<file path="src/rtl/regfile_pkg.sv">
// Shared constants and types for the multiport register file.
package regfile_pkg;

  // Default geometry of the register file.
  localparam int DATA_W_DEF = 16;
  localparam int ADDR_W_DEF = 4;
  localparam int NUM_RD_DEF = 2;

  // Data and address types at the default geometry.
  typedef logic [DATA_W_DEF-1:0] data_t;
  typedef logic [ADDR_W_DEF-1:0] addr_t;

endpackage

</file>
<file path="src/rtl/rf_scoreboard.sv">
// Pending-bit scoreboard: one bit per register plus a registered count of
// set bits. A set and a clear of the same register in one cycle resolve to set.
module rf_scoreboard
  import regfile_pkg::*;
#(
  parameter int ADDR_W = ADDR_W_DEF
) (
  input  logic                       clk_i,
  input  logic                       rst_ni,
  input  logic                       set_i,
  input  logic [ADDR_W-1:0]          set_addr_i,
  input  logic                       clr0_i,
  input  logic [ADDR_W-1:0]          clr0_addr_i,
  input  logic                       clr1_i,
  input  logic [ADDR_W-1:0]          clr1_addr_i,
  output logic [(1 << ADDR_W)-1:0]   pend_o,
  output logic [ADDR_W:0]            cnt_o
);

  localparam int DEPTH = 1 << ADDR_W;

  logic [DEPTH-1:0] pend_q, pend_d;
  logic [ADDR_W:0]  cnt_q, cnt_d;
  logic             inc, dec0, dec1;

  // Next pending vector and the count delta derived from the same decisions.
  always_comb begin
    pend_d = pend_q;
    if (clr0_i) pend_d[clr0_addr_i] = 1'b0;
    if (clr1_i) pend_d[clr1_addr_i] = 1'b0;
    if (set_i)  pend_d[set_addr_i]  = 1'b1;

    // Count only real transitions: a re-set of a pending bit adds nothing,
    // a clear of an idle bit removes nothing, and a clear overridden by a
    // set of the same register removes nothing.
    inc  = set_i && !pend_q[set_addr_i];
    dec0 = clr0_i && pend_q[clr0_addr_i] &&
           !(set_i && (set_addr_i == clr0_addr_i));
    // Both write ports hitting one register clear it only once.
    dec1 = clr1_i && pend_q[clr1_addr_i] &&
           !(set_i && (set_addr_i == clr1_addr_i)) &&
           !(clr0_i && (clr0_addr_i == clr1_addr_i));

    cnt_d = cnt_q + {{ADDR_W{1'b0}}, inc}
                  - {{ADDR_W{1'b0}}, dec0}
                  - {{ADDR_W{1'b0}}, dec1};
  end

  // Pending bits and count update together so they can never disagree.
  always_ff @(posedge clk_i or negedge rst_ni) begin
    if (!rst_ni) begin
      pend_q <= '0;
      cnt_q  <= '0;
    end else begin
      pend_q <= pend_d;
      cnt_q  <= cnt_d;
    end
  end

  assign pend_o = pend_q;
  assign cnt_o  = cnt_q;

endmodule

</file>
<file path="src/rtl/multiport_regfile.sv">
// Two-write, NUM_RD-read register file with same-cycle write bypass,
// optional hard-wired zero register and a pending-write scoreboard.
module multiport_regfile
  import regfile_pkg::*;
#(
  parameter int DATA_W   = DATA_W_DEF,
  parameter int ADDR_W   = ADDR_W_DEF,
  parameter int NUM_RD   = NUM_RD_DEF,
  parameter int ZERO_REG = 1
) (
  input  logic                     clk,
  input  logic                     rst,
  input  logic                     we0,
  input  logic                     we1,
  input  logic [ADDR_W-1:0]        waddr0,
  input  logic [ADDR_W-1:0]        waddr1,
  input  logic [DATA_W-1:0]        wdata0,
  input  logic [DATA_W-1:0]        wdata1,
  input  logic [NUM_RD*ADDR_W-1:0] raddr,
  output logic [NUM_RD*DATA_W-1:0] rdata,
  output logic [NUM_RD-1:0]        rbusy,
  input  logic                     sb_set,
  input  logic [ADDR_W-1:0]        sb_addr,
  output logic [ADDR_W:0]          pend_cnt
);

  localparam int DEPTH = 1 << ADDR_W;

  logic [DATA_W-1:0] regs_q [DEPTH];
  logic [DEPTH-1:0]  pend;
  logic              wr0_en, wr1_en, wr0_commit, set_en;

  // True for the hard-wired zero register when that feature is enabled.
  function automatic logic is_zero(input logic [ADDR_W-1:0] a);
    return (ZERO_REG != 0) && (a == '0);
  endfunction

  // Effective write/set qualifiers: nothing acts during reset or on the zero
  // register; port 1 owns a shared address, so port 0 drops its data there.
  always_comb begin
    wr0_en     = rst && we0 && !is_zero(waddr0);
    wr1_en     = rst && we1 && !is_zero(waddr1);
    wr0_commit = wr0_en && !(wr1_en && (waddr1 == waddr0));
    set_en     = rst && sb_set && !is_zero(sb_addr);
  end

  // Register storage; the two commits never target the same entry.
  always_ff @(posedge clk or negedge rst) begin
    if (!rst) begin
      for (int i = 0; i < DEPTH; i++) regs_q[i] <= '0;
    end else begin
      if (wr0_commit) regs_q[waddr0] <= wdata0;
      if (wr1_en)     regs_q[waddr1] <= wdata1;
    end
  end

  // Combinational read ports with bypass and busy flags.
  always_comb begin
    rdata = '0;
    rbusy = '0;
    for (int k = 0; k < NUM_RD; k++) begin
      logic [ADDR_W-1:0] ra;
      logic              hit0, hit1, set_hit;
      logic [DATA_W-1:0] val;
      ra      = raddr[k*ADDR_W +: ADDR_W];
      hit0    = wr0_en && (waddr0 == ra);
      hit1    = wr1_en && (waddr1 == ra);
      set_hit = set_en && (sb_addr == ra);
      if (!rst || is_zero(ra)) val = '0;
      else if (hit1)           val = wdata1;
      else if (hit0)           val = wdata0;
      else                     val = regs_q[ra];
      rdata[k*DATA_W +: DATA_W] = val;
      // A write in flight retires the pending state early; a simultaneous
      // set on the same register shows the post-edge busy state instead.
      if (!rst)                  rbusy[k] = 1'b0;
      else if (hit0 || hit1)     rbusy[k] = set_hit;
      else                       rbusy[k] = pend[ra];
    end
  end

  rf_scoreboard #(
    .ADDR_W (ADDR_W)
  ) u_sb (
    .clk_i       (clk),
    .rst_ni      (rst),
    .set_i       (set_en),
    .set_addr_i  (sb_addr),
    .clr0_i      (wr0_en),
    .clr0_addr_i (waddr0),
    .clr1_i      (wr1_en),
    .clr1_addr_i (waddr1),
    .pend_o      (pend),
    .cnt_o       (pend_cnt)
  );

endmodule

</file>
<file path="config.mk">
export PLATFORM = sky130hd
export DESIGN_NAME = multiport_regfile
export DESIGN_NICKNAME = d
export VERILOG_FILES = /design/src/rtl/regfile_pkg.sv /design/src/rtl/rf_scoreboard.sv /design/src/rtl/multiport_regfile.sv
export SDC_FILE = /design/constraint.sdc
export NUM_CORES = 1
export LEC_CHECK = 0
export CAP_MARGIN = 25
export CORE_ASPECT_RATIO = 1.75
export CORE_UTILIZATION = 35
export CTS_CLUSTER_SIZE = 28
export DETAILED_ROUTE_END_ITERATION = 16
export GPL_TIMING_DRIVEN = 0
export HOLD_SLACK_MARGIN = 0.15
export PLACE_DENSITY = 0.62
export SLEW_MARGIN = 20
export SYNTH_ARGS = -nofsm -noshare
export SYNTH_HDL_FRONTEND = slang
export SYNTH_SLANG_ARGS = --single-unit
</file>
<file path="constraint.sdc">
create_clock -name clk -period 3.63 [get_ports clk]
set_clock_uncertainty 0.2 [all_clocks]
set_input_delay 0.5445 -clock clk [delete_from_list [all_inputs] [get_ports clk]]
set_output_delay 0.5445 -clock clk [all_outputs]
set_load 0.01 [all_outputs]
</file>
## Yosys cells after proc, flatten, opt, wreduce, memory -nomap -nowiden

Index checks and enable logic that the tools add are counted.

| word-level totals | value |
|---|---|
| register bits | 277 |
| bits of input ports | 57 |
| output and inout port bits | 39 |
| logic and storage cells | 143 |

| cells by class | value |
|---|---|
| add/subtract/negate cells | 3 |
| $lt $le $gt $ge | 14 |
| equal/unequal tests | 10 |
| multiplexer cells | 43 |
| bitwise operators | 9 |
| reductions and logical operators | 46 |

Operators with widths:

| cell | count |
|---|---|
| bitwise mux 256 bit | 2 |
| two-way mux 256 bit | 2 |
| two-way mux 16 bit | 15 |
| binary-select mux 16 bit (select 4 bit) | 2 |
| demux 16 bit (select 4 bit) | 2 |
| equality test 4 bit | 10 |
| AND 16 bit | 2 |
| inverter 16 bit | 2 |
| logical AND 1 bit | 28 |
| less-than comparator 4 x 5 -> 1 bit, second input constant | 5 |
| binary-select mux 1 bit (select 4 bit) | 5 |
| greater-or-equal comparator 5 bit, second input constant | 4 |
| zero test 4 bit | 5 |
| inverter 4 -> 5 bit | 4 |
| OR 16 bit | 1 |
| demux 1 bit (select 4 bit) | 3 |
| greater-or-equal comparator 4 x 1 -> 1 bit, second input constant | 3 |
| two-way mux 1 bit | 12 |
| less-than comparator 5 x 1 -> 1 bit, second input constant | 2 |
| subtractor 5 x 1 -> 5 bit | 2 |
| zero test 1 bit | 9 |
| adder 5 x 1 -> 5 bit | 1 |
| logical OR 1 bit | 4 |

## Depth between registers and ports, before layout

| logic depth | value |
|---|---|
| word-level depth | 11 |
| mapped depth | 14 |
| gate-level depth less buffers | 12 |

## Hierarchy

A second synthesis with hierarchy kept.

| second synthesis, totals | value |
|---|---|
| cell total of the unflattened synthesis | 2188 |
| area, all modules | 19283.5 sq um |

Modules (own cells, without submodules):

| module | times used | cells an instance | area an instance (sq um) | seq. area each (sq um) |
|---|---|---|---|---|
| multiport_regfile | 1 | 2034 | 17598.1 | 6406.1 |
| rf_scoreboard | 1 | 154 | 1685.4 | 525.5 |

## Worst setup path before layout

Ideal clock, no wire load.

| timing | value |
|---|---|
| kind | input to register |
| start point | input sb_addr[0] |
| end point | register u_sb.cnt_q[3] (netlist: u_sb.cnt_o[3]) |
| library setup time | 123 ps |
| data arrival time | 3526 ps |
| data required time | 3307 ps |
| slack | -219 ps |
| stages | 11 |
| buffers on the path | 1 |
| path through | buf_1 > mux4_2 > mux4_2 > nand2b_1 > fa_1 > ha_1 > inv_1 > ha_1 > inv_1 > fa_1 > xnor2_1 |

| between the ends | value |
|---|---|
| longest elaborated chain between the ends | 8 |
| elaborated cells between the ends (all ways) | 19 |
| those cells by class | add/sub (3); eq/ne (2); mux (2); reduce/logical (12) |

Ends and longest elaborated chain:

| element | line | text |
|---|---|---|
| start: declaration | multiport_regfile.sv:23 | `input logic [ADDR_W-1:0] sb_addr,` |
| parallel branches: the longest is 7 deep, another holds adder 5 x 1 -> 5 bit | - |  |
| subtractor 5 x 1 -> 5 bit (*) | rf_scoreboard.sv:46 | `- {{ADDR_W{1'b0}}, dec1};` |
| via u_sb.cnt_d[3] | rf_scoreboard.sv:23 | `logic [ADDR_W:0] cnt_q, cnt_d;` |
| end signal: assignment | rf_scoreboard.sv:56 | `cnt_q <= cnt_d;` |
| end: declaration | rf_scoreboard.sv:23 |  |

Mark *: on every way through the listed nets, which the timed path passes. The select of a mux whose other input is x is not followed.

## Worst setup path after layout

| timing | value |
|---|---|
| start point | input raddr[6] |
| end point | output rdata[25] |

| between the ends | value |
|---|---|
| longest elaborated chain between the ends | 7 |
| elaborated cells between the ends (all ways) | 13 |
| those cells by class | eq/ne (2); mux (6); bitwise (1); reduce/logical (4) |

Ends and longest elaborated chain:

| element | line | text |
|---|---|---|
| start: declaration | multiport_regfile.sv:19 | `input logic [NUM_RD*ADDR_W-1:0] raddr,` |
| inverter 4 -> 5 bit (not written as such) | multiport_regfile.sv:72 | `else val = regs_q[ra];` |
| binary-select mux 16 bit (select 4 bit) | multiport_regfile.sv:72 |  |
| two-way mux 16 bit (not written as such) (2 in a row) | multiport_regfile.sv:72 |  |
| two-way mux 16 bit | multiport_regfile.sv:71 | `else if (hit0) val = wdata0;` |
| two-way mux 16 bit | multiport_regfile.sv:70 | `else if (hit1) val = wdata1;` |
| two-way mux 16 bit (*) | multiport_regfile.sv:69 | `if (!rst \|\| is_zero(ra)) val = '0;` |
| end: declaration | multiport_regfile.sv:20 | `output logic [NUM_RD*DATA_W-1:0] rdata,` |

Mark *: on every way between the ends. The rest lies on a longest branch, timed or not. The select of a mux whose other input is x is not followed.

==> metrics.md <==
| Metric | Value |
|---|---|
| Final max-slew violation count | `0` |
| Wirelength, routed | `75800 um` |
| Initial antenna violation count | `2` |
| Hold_ws | `0.204 ns` |
| Total negative slack | `-0.0238 ns` |
| Nets@finish | `1965` |
| Crit path time final | `3.64 ns` |
| Post-route ant nets | `0` |
| # IOs | `96` |
| Fin cells | `2600` |
| Vias/cell | `6.24` |
| Power Total | `11.2 mW` |
| Met3 Use GR | `5.12%` |
| Placed Cells incl. Taps | `2528` |
| Max FO, Critical Path | `10` |
| GRT Max-Usage Layer | `met2` |
| Post-route worst setup slack | `-0.0135 ns` |
| Total core area | `0.0524 mm^2` |
| FILL cells | `4978` |
| Placed cell area | `0.0201 mm^2` |
| TritonCTS buffer count | `27` |
| Yosys warns | `0` |
| Min-delay worst type | `input port to register` |
| Port Buf Inserts | `51` |
| Final count of hold timing violations | `0` |
| Area contributors post-synth | `dfrtp_1, mux4_2, mux2i_1` |
| Total iterations of the first detailed-routing run | `6` |
| CTS Buffer Depth | `3` |
| PD cells | `507 mW/mm^2` |
| Top_reg_cell synth | `dfrtp_1` |
| First-pass GRT wire length | `111000 um` |
| Crit path kind | `input port to primary output` |
| Via count | `16200` |
| CTS tree | `done` |
| Post-synth EDFFs | `0` |
| Mapped Nets | `1857` |
| Setup crit end kind | `primary output` |
| Clk_lat worst skew | `0.58 ns` |
| Die ar. | `0.0540 mm^2` |
| Clock slew at reported path FFs | `0.07 ns` |
| Vias in the first global route | `16400` |
| Initial core utilization | `35.5%` |
| Dpl ws | `-1.66 ns` |
| DRC | `0` |
| Cell area after layout | `0.0221 mm^2` |
| Distinct cells, synth | `49` |
| Netlist Area Pre-Place | `0.0186 mm^2` |
| Leak | `8.41 nW` |
| Cell taking the most area after synthesis | `dfrtp_1` |
| Met1 Track Usage GR | `30.7%` |
| Remaining global-route overflow | `0` |
| Largest net degree at the start of global routing | `94` |
| Failing checks | `setup timing` |
| Share of the synthesized area in the top cell type | `37.3%` |
| GPL Wtd Cong | `1.04` |
| Max Cap Viol | `0` |
| Area Growth Syn to Fin | `19.1%` |
| Critical Path RT | `2.89 ns` |
| CTS Root Cell | `clkbuf_16` |
| H-tree lvl count | `1` |
| Detailed placement HPWL | `53900 um` |
| Post-Syn Area per Cell | `10.4 um^2` |
| Worst-margin pin slew | `1.07 ns` |
| Ys async rst share | `100%` |
| Final Setup Violations | `2` |
| Status | `finished with violations` |
| Register area | `0.00693 mm^2` |
| DR iter-0 viols | `1627` |
| Max VDD drop | `0.355 mV` |
| Grt met2 use | `47.3%` |
| Fmax | `274 MHz` |
| Utilization after layout | `42.2%` |
| Fin crit share | `100%` |
| Seq/Total Area, Yosys | `37.3%` |
| Post-synthesis cell count | `1793` |
| Die extent in y | `307 um` |
| Slew Limit Headroom | `28.1%` |
| Area of the multi-input gates | `0.0111 mm^2` |
| Worst EP arrival | `2.90 ns` |
| Die X | `176 um` |
| Sink Count | `277` |
| Startpoint types | `input port` |
| Layout cells sized above 1 | `20.5%` |
| GRT Total Usage | `28.3%` |
| WL/cell | `29.2 um` |
| Row cnt | `111` |
| Synth Register Bits | `277` |
-- registers in the layout, summed over array words and instances (netlist names) --
register     count
regs_q         256
u_sb.cnt_o       5
u_sb.pend_o     16
-- layer usage --
| layer | routed length, um | vias up | share of wire, % |
|---|---|---|---|
| li1 | - | 6747 | - |
| met1 | 25300 | 8126 | 33 |
| met2 | 37800 | 992 | 50 |
| met3 | 5220 | 354 | 6.9 |
| met4 | 7540 | 2 | 9.9 |
| met5 | 12 | - | 0.016 |
-- logic make-up after synthesis --
kind of cell               count (synthesis)  share of synthesized area (%)
xor gates and xnor gates                  39                           1.84
and+or+nand+nor                          447                           9.83
AOI/OAI and AO/OA                        398                           13.3
buffers and inverters                    233                           5.78
DFF                                      277                           37.3
adders and majority gates                  7                          0.553
muxes                                    392                           31.3
-- area by class of cell --
| cell class | count | area share (%) |
|---|---|---|
| Timing Repair Buffer | 81 | 4.33 |
| Buffer | 221 | 5.96 |
| Clock buffer | 41 | 3.65 |
| Tap cell | 678 | 3.84 |
| Multi-Input combinational cell | 1283 | 50.2 |
| Antenna cell | 1 | 0.0113 |
| Sequential cell | 277 | 31.3 |
| Inverter | 10 | 0.170 |
| Clock inverter | 8 | 0.549 |
-- synthesized netlist by cell type (all sizes together) (3+ instances only) --
library cell and count:
a211oi 16, a21oi 259, a22oi 66, a311oi 16
a32o 14, and2 3, buf 93, clkbuf 130
dfrtp 277, ha 5, inv 10, mux2i 241
mux4 151, nand2 128, nand3 13, nor2 268
nor2b 10, nor3 6, nor4 6, o21ai 19
xnor2 17, xor2 22
-- critical path, stage by stage --
cell	delay, ns
clkbuf_2	0.24
nor2_2	0.52
clkbuf_2	0.42
a22oi_1	0.27
nand2_1	0.13
nand2_1	0.08
a311oi_2	0.34
dlygate4sd2_1	0.35
-- where the power goes --
part / total (mW) / internal, mW / switching [mW]
logic: 3.54 / 1.79 / 1.75
clock network: 3.06 / 1.74 / 1.32
registers: 4.61 / 3.90 / 0.715
-- timing repair --
item                                    CTS  global route
endpoints found under the setup margin   39            30
pin swaps                                15            12
gates cloned                              6             0
hold endpoints to repair                184             0
buffers inserted                          8             2
hold buffers                              8             0
gates resized for setup                 199            42
-- cell usage in the layout, fill, tap and decap left out, types with 8 or more instances in the layout --
| cell type | count |
|---|---|
| dfrtp_1 | 277 |
| nor2_1 | 265 |
| a21oi_1 | 243 |
| mux2i_1 | 241 |
| mux4_2 | 150 |
| nand2_1 | 127 |
| clkbuf_1 | 108 |
| a22oi_1 | 50 |
| dlygate4sd2_1 | 37 |
| buf_6 | 32 |
| buf_1 | 30 |
| clkbuf_16 | 27 |
| buf_4 | 22 |
| xor2_1 | 19 |
| o21ai_0 | 19 |
| xnor2_1 | 17 |
| a22oi_2 | 16 |
| a32o_1 | 14 |
| a211oi_2 | 14 |
| clkbuf_2 | 13 |
| clkbuf_4 | 13 |
| nand3_1 | 12 |
| clkbuf_8 | 12 |
| buf_2 | 11 |
| a21oi_4 | 10 |
| nor2b_1 | 10 |
| a311oi_4 | 10 |
| clkdlybuf4s50_1 | 9 |
| inv_1 | 8 |
-- path summary, 6_finish.rpt --
check                                     endpoint                      from  cells after the start  slack, ns
max                                      rdata[25]                  raddr[6]                      8      -0.01
min                           regs_q[62]$_DFF_PN0_                wdata1[14]                      3       0.20
max reg2reg                u_sb.cnt_o[2]$_DFF_PN0_  u_sb.pend_o[7]$_DFF_PN0_                     10       0.20
min reg2reg                  regs_q[245]$_DFF_PN0_     regs_q[245]$_DFF_PN0_                      1       0.28
max in group asynchronous    regs_q[153]$_DFF_PN0_                       rst                      4       1.71
min in group asynchronous     regs_q[65]$_DFF_PN0_                       rst                      4       0.56
Power figures use the tool's default switching activity.
